File: config.mk
export PLATFORM = sky130hd
export DESIGN_NAME = ahb3lite_dma_master
export DESIGN_NICKNAME = d
export VERILOG_FILES = /design/src/rtl/ahb3lite_dma_master.sv
export SDC_FILE = /design/constraint.sdc
export NUM_CORES = 1
export LEC_CHECK = 0
export BUFFER_PORTS_ARGS = -buffer_cell sky130_fd_sc_hd__buf_2
export CAP_MARGIN = 20
export CORE_MARGIN = 2
export CORE_UTILIZATION = 45
export DETAILED_ROUTE_END_ITERATION = 16
export HOLD_SLACK_MARGIN = 0.02
export PLACE_DENSITY = 0.76
export SETUP_SLACK_MARGIN = 0.2
export SYNTH_ARGS = -nofsm -noshare
export SYNTH_HDL_FRONTEND = slang
export SYNTH_SLANG_ARGS = --single-unit
File: constraint.sdc
create_clock -name HCLK -period 3.1 [get_ports HCLK]
set_input_delay 0.31 -clock HCLK [delete_from_list [all_inputs] [get_ports HCLK]]
set_output_delay 0.31 -clock HCLK [all_outputs]
set_load 0.1 [all_outputs]
File: src/rtl/ahb3lite_dma_master.sv
// AHB-Lite write-only block master: turns a block-write command into SINGLE or INCR
// word transfers, prefetching write data from a local source memory one cycle ahead.
module ahb3lite_dma_master #(
    parameter int LEN_W = 8
) (
    input  logic             HCLK,
    input  logic             HRESET,
    input  logic             cmd_valid,
    output logic             cmd_ready,
    input  logic [31:0]      cmd_addr,
    input  logic [LEN_W-1:0] cmd_len,
    input  logic             cmd_incr,
    output logic             src_rd_en,
    output logic [LEN_W-1:0] src_addr,
    input  logic [31:0]      src_rd_data,
    output logic [31:0]      HADDR,
    output logic             HWRITE,
    output logic [2:0]       HSIZE,
    output logic [2:0]       HBURST,
    output logic [1:0]       HTRANS,
    output logic [31:0]      HWDATA,
    input  logic             HREADY,
    input  logic             HRESP,
    output logic             done,
    output logic             err,
    output logic [LEN_W-1:0] beats_ok
);

    localparam logic [1:0] TR_IDLE      = 2'b00;
    localparam logic [1:0] TR_NONSEQ    = 2'b10;
    localparam logic [1:0] TR_SEQ       = 2'b11;
    localparam logic [2:0] BURST_SINGLE = 3'b000;
    localparam logic [2:0] BURST_INCR   = 3'b001;
    localparam logic       RESP_OKAY    = 1'b0;
    localparam logic       RESP_ERROR   = 1'b1;
    localparam logic [LEN_W-1:0] LEN_ZERO = {LEN_W{1'b0}};
    localparam logic [LEN_W-1:0] LEN_ONE  = {{(LEN_W-1){1'b0}}, 1'b1};

    typedef enum logic [2:0] {
        S_IDLE  = 3'd0,
        S_ADDR  = 3'd1,
        S_BURST = 3'd2,
        S_LAST  = 3'd3,
        S_ERR   = 3'd4
    } state_t;

    state_t           state_r, state_nxt_s;
    logic             incr_r, incr_nxt_s;
    logic [LEN_W-1:0] remaining_r, remaining_nxt_s;
    logic [31:0]      haddr_nxt_s;
    logic [1:0]       htrans_nxt_s;
    logic [2:0]       hburst_nxt_s;
    logic             hwrite_nxt_s;
    logic [LEN_W-1:0] src_addr_nxt_s;
    logic [LEN_W-1:0] beats_nxt_s;
    logic             done_nxt_s;
    logic             err_nxt_s;
    logic             okay_s;

    // HTRANS of a non-first beat: INCR restarts with NONSEQ when crossing a 1KB boundary
    function automatic logic [1:0] next_trans(input logic incr, input logic [9:0] cur_lo);
        if (incr && (cur_lo != 10'h3FC)) begin
            next_trans = TR_SEQ;
        end else begin
            next_trans = TR_NONSEQ;
        end
    endfunction

    assign cmd_ready = (state_r == S_IDLE);
    assign src_rd_en = ((HTRANS == TR_NONSEQ) || (HTRANS == TR_SEQ)) && HREADY;
    assign HSIZE     = 3'b010;
    assign HWDATA    = src_rd_data;
    assign okay_s    = (HRESP == RESP_OKAY);

    // Next-state and next-output decode
    always_comb begin
        state_nxt_s     = state_r;
        incr_nxt_s      = incr_r;
        remaining_nxt_s = remaining_r;
        haddr_nxt_s     = HADDR;
        htrans_nxt_s    = HTRANS;
        hburst_nxt_s    = HBURST;
        hwrite_nxt_s    = HWRITE;
        src_addr_nxt_s  = src_rd_en ? (src_addr + LEN_ONE) : src_addr;
        beats_nxt_s     = beats_ok;
        done_nxt_s      = 1'b0;
        err_nxt_s       = err;

        case (state_r)
            S_IDLE: begin
                if (cmd_valid) begin
                    beats_nxt_s    = LEN_ZERO;
                    err_nxt_s      = 1'b0;
                    src_addr_nxt_s = LEN_ZERO;
                    if (cmd_len == LEN_ZERO) begin
                        done_nxt_s = 1'b1;
                    end else begin
                        state_nxt_s     = S_ADDR;
                        incr_nxt_s      = cmd_incr;
                        remaining_nxt_s = cmd_len;
                        haddr_nxt_s     = cmd_addr & 32'hFFFF_FFFC;
                        htrans_nxt_s    = TR_NONSEQ;
                        hburst_nxt_s    = cmd_incr ? BURST_INCR : BURST_SINGLE;
                        hwrite_nxt_s    = 1'b1;
                    end
                end else begin
                    state_nxt_s = S_IDLE;
                end
            end
            S_ADDR, S_BURST: begin
                if (HREADY) begin
                    if (state_r == S_BURST) begin
                        beats_nxt_s = beats_ok + (okay_s ? LEN_ONE : LEN_ZERO);
                    end else begin
                        beats_nxt_s = beats_ok;
                    end
                    if (remaining_r == LEN_ONE) begin
                        state_nxt_s  = S_LAST;
                        htrans_nxt_s = TR_IDLE;
                        hwrite_nxt_s = 1'b0;
                    end else begin
                        state_nxt_s     = S_BURST;
                        remaining_nxt_s = remaining_r - LEN_ONE;
                        haddr_nxt_s     = HADDR + 32'd4;
                        htrans_nxt_s    = next_trans(incr_r, HADDR[9:0]);
                    end
                end else if ((state_r == S_BURST) && (HRESP == RESP_ERROR)) begin
                    // first error cycle: drop the pending address so it is never accepted
                    state_nxt_s  = S_ERR;
                    htrans_nxt_s = TR_IDLE;
                    hwrite_nxt_s = 1'b0;
                end else begin
                    state_nxt_s = state_r;
                end
            end
            S_LAST: begin
                if (HREADY) begin
                    beats_nxt_s = beats_ok + (okay_s ? LEN_ONE : LEN_ZERO);
                    done_nxt_s  = 1'b1;
                    err_nxt_s   = !okay_s;
                    state_nxt_s = S_IDLE;
                end else if (HRESP == RESP_ERROR) begin
                    state_nxt_s = S_ERR;
                end else begin
                    state_nxt_s = S_LAST;
                end
            end
            S_ERR: begin
                if (HREADY) begin
                    done_nxt_s  = 1'b1;
                    err_nxt_s   = 1'b1;
                    state_nxt_s = S_IDLE;
                end else begin
                    state_nxt_s = S_ERR;
                end
            end
            default: begin
                state_nxt_s  = S_IDLE;
                htrans_nxt_s = TR_IDLE;
                hwrite_nxt_s = 1'b0;
            end
        endcase
    end

    // State register and registered bus/status outputs
    always_ff @(posedge HCLK) begin
        if (HRESET) begin
            state_r     <= S_IDLE;
            incr_r      <= 1'b0;
            remaining_r <= LEN_ZERO;
            HADDR       <= 32'h0000_0000;
            HTRANS      <= TR_IDLE;
            HBURST      <= BURST_SINGLE;
            HWRITE      <= 1'b0;
            src_addr    <= LEN_ZERO;
            beats_ok    <= LEN_ZERO;
            done        <= 1'b0;
            err         <= 1'b0;
        end else begin
            state_r     <= state_nxt_s;
            incr_r      <= incr_nxt_s;
            remaining_r <= remaining_nxt_s;
            HADDR       <= haddr_nxt_s;
            HTRANS      <= htrans_nxt_s;
            HBURST      <= hburst_nxt_s;
            HWRITE      <= hwrite_nxt_s;
            src_addr    <= src_addr_nxt_s;
            beats_ok    <= beats_nxt_s;
            done        <= done_nxt_s;
            err         <= err_nxt_s;
        end
    end

endmodule

==> reports/metrics.cfg <==
[run_status]
status=completed

[hold_path]
min-delay-start=cmd_incr
hp-class=input port to flop
worstHoldPathCells=3

[synth]
async_reset_ff_share_pct=0
yosysSeqAreaShare_pct=31.50
synth_edf_count=0
yosys_warnings=0
synth_area_per_cell_um2=7.484
synth-seq-cells=63
synth_cells=535
synthFlopType=dfxtp_1
ys_types=55
synth_area_um2=4004

[power_and_ir_drop]
p_seq_share_pct=35.0
total_power_uw=2914
power_density_nw_per_um2=654.0
p_leak_uw=0.001805
cell_internal_pwr_uw=1512
power_switching_uw=1402
comb_power_share_pct=42.8
pwr-share-clk_pct=22.3
vdd_drop_max_mv=0.3247
swShare_pct=48.11

[drt]
wl_per_cell_um=15.72
drc=0
drt-total-wl_mm=10.96
drt_iter0_drc=311
detail_route.vias_per_cell=5.785
ant_nets=0
vias=4032
drt_first_pass_iters=5

[layout]
final_common_cell=buf_2
regArea_um2=1261
area_delta_synth_final_pct=11.28
diodes=0
multi_input_area_um2=2260
fill_cells=872
drive_gt1_share_pct=22.07
nets=668
final_cell_mix=97 x buf_2, 63 x dfxtp_1, 53 x nand2_1, 46 x o21ai_0, 46 x a21oi_1

[timing]
rsz0062_at_grt=false
fin_crit_ns=2.474
slew_viol_final=0
finalCritPeriodShare_pct=79.82
maxSlewHeadroom_pct=28.79
worst_pin_slew_ns=1.068
fin_skew_ns=0.01043
fmax_mhz=404.1
finalSetupViolCount=0
fin_setup_tns_ns=0
finalHoldViolCount=0

[clock_network]
post_cts_buffers=0
clkTransAtPathRegs_ns=0.07
insertion_delay_ns=0.34
cts_tree=done
cts_resized=0
htreeDepth=3
cts_buffers=9
clock-root-buffer=clkbuf_8
cts_buffer_depth=2
cts_sinks=63
hold_buffers=0

[grt]
grt_first_pass_wirelength_mm=17.74
grt_max_degree=55
grt_pass1_vias=3565
grt-ovfl-total=0
antenna_found_initial=0
globalRouteTotalUtil_pct=22.07

[floorplanning]
boundaryPins=171
fp-row-count=34
initial_core_util_pct=46.14
die_h_um=98.33
die_x_um=98.33
core-area_um2=8678
dieArea_um2=9668

[critical_path]
critPathLaunch=state_r[0]$_SDFFE_PP0P_
reg2regPathDepth=6
critPathArrivalTime_ns=2.72
required_ns=3.34
cp_max_fo=14
start_kind=flop
worst-setup-path-type=flop to flop
cpPeakStageDelay_ns=0.63
cp_cell_sequence=or4b_4 > a21oi_2 > or2_1 > buf_4 > o21ai_0 > a221oi_1
cp_slowest_cell=or4b_4
rr_startpoint=state_r[0]$_SDFFE_PP0P_
crit_path_end_kind=flop

[place]
numPortBuffers=97
place_hpwl_mm=7.400
globalplace.congestion=0.8482

[flow_run]
cap_violations=0

[layout make-up]
class,count,area share [%]
multi-input cells,386,50.72
flip-flops and latches,63,28.31
repair buffers,107,12.58
clock buffers,12,3.482
well taps,108,3.033
inverters,17,1.432
clock inverters,4,0.4493
[per-stage QoR]
stage | worst slack (ns) | utilization, % | hold WS, ns | std cells | cell area [um2]
after floorplan | 0.4836 | - | 0.4534 | 540 | 4028
after global placement | 0.7305 | 49.32 | 0.4582 | 681 | 4280
after CTS | 0.6272 | 51.34 | 0.2079 | 697 | 4456
final | 0.6256 | 51.34 | 0.2152 | 697 | 4456
after detailed placement | 0.6514 | 49.32 | 0.4662 | 681 | 4280
after global routing | 0.4799 | 51.34 | 0.2062 | 697 | 4456
[power by group through the flow]
| stage | logic (uW) | clock network [uW] | registers, uW |
|---|---|---|---|
| 5_1_grt | 1330 | 705 | 1040 |
| 4_1_cts | 1240 | 667 | 1010 |
| 2_1_floorplan | 765 | 0 | 1470 |
| 6_report | 1250 | 648 | 1020 |
| 3_5_place_dp | 1240 | 0 | 1030 |
| 3_3_place_gp | 1220 | 0 | 1020 |
[critical path: cells and delay by family (launching register included)]
kind            cells  cell delay [ns]
buf+inv             1             0.26
simple gates        2             0.95
flops               1             0.47
compound gates      3             0.70
[registers in the layout, summed over array words and instances, names as in the netlist]
| signal | flops |
|---|---|
| HADDR | 30 |
| HTRANS | 2 |
| HWRITE | 1 |
| beats_ok | 8 |
| done | 1 |
| err | 1 |
| incr_r | 1 |
| remaining_r | 8 |
| src_addr | 8 |
| state_r | 3 |
[cells by family (layout without fill, tap and decap cells)]
kind of cell,count (synthesis),in the layout,share of synthesized area [%]
xor+xnor,13,13,3.031
buf+inv,91,140,12.66
simple gates,199,199,24.81
other cells,2,7,0.1876
compound gates,158,158,25.16
flops,63,63,31.50
fa+ha+maj,6,6,1.875
mux,3,3,0.7813
[Yosys cell counts, drive strengths merged, types with 9 or more instances]
cell / number / area, um2
nand4: 11 / 68.82
dfxtp: 63 / 1261
nor4: 9 / 56.30
buf: 48 / 345.3
o21ai: 46 / 230.2
nor3: 15 / 75.07
nand3: 21 / 105.1
inv: 17 / 63.81
a21oi: 47 / 239.0
and2: 11 / 68.82
clkbuf: 26 / 97.59
o32ai: 10 / 87.58
nand2: 53 / 198.9
nor2: 44 / 167.7
[worst paths after layout]
kind                                       to  slack [ns]
setup / recovery  remaining_r[0]$_SDFFE_PP0P_        0.63
setup reg to reg  remaining_r[0]$_SDFFE_PP0P_        0.63
hold / removal            incr_r$_SDFFE_PP0P_        0.22
hold reg to reg      beats_ok[0]$_SDFFE_PP0P_        0.47
[metal layers]
layer	part of all wire, %	global-route usage (%)	vias to the layer above
li1	-	-	1983
met1	46	31.34	1873
met2	45	32.03	152
met3	7.5	4.939	24
met4	1.9	9.694	0
met5	0	0	-
Power figures use the tool's default switching activity.
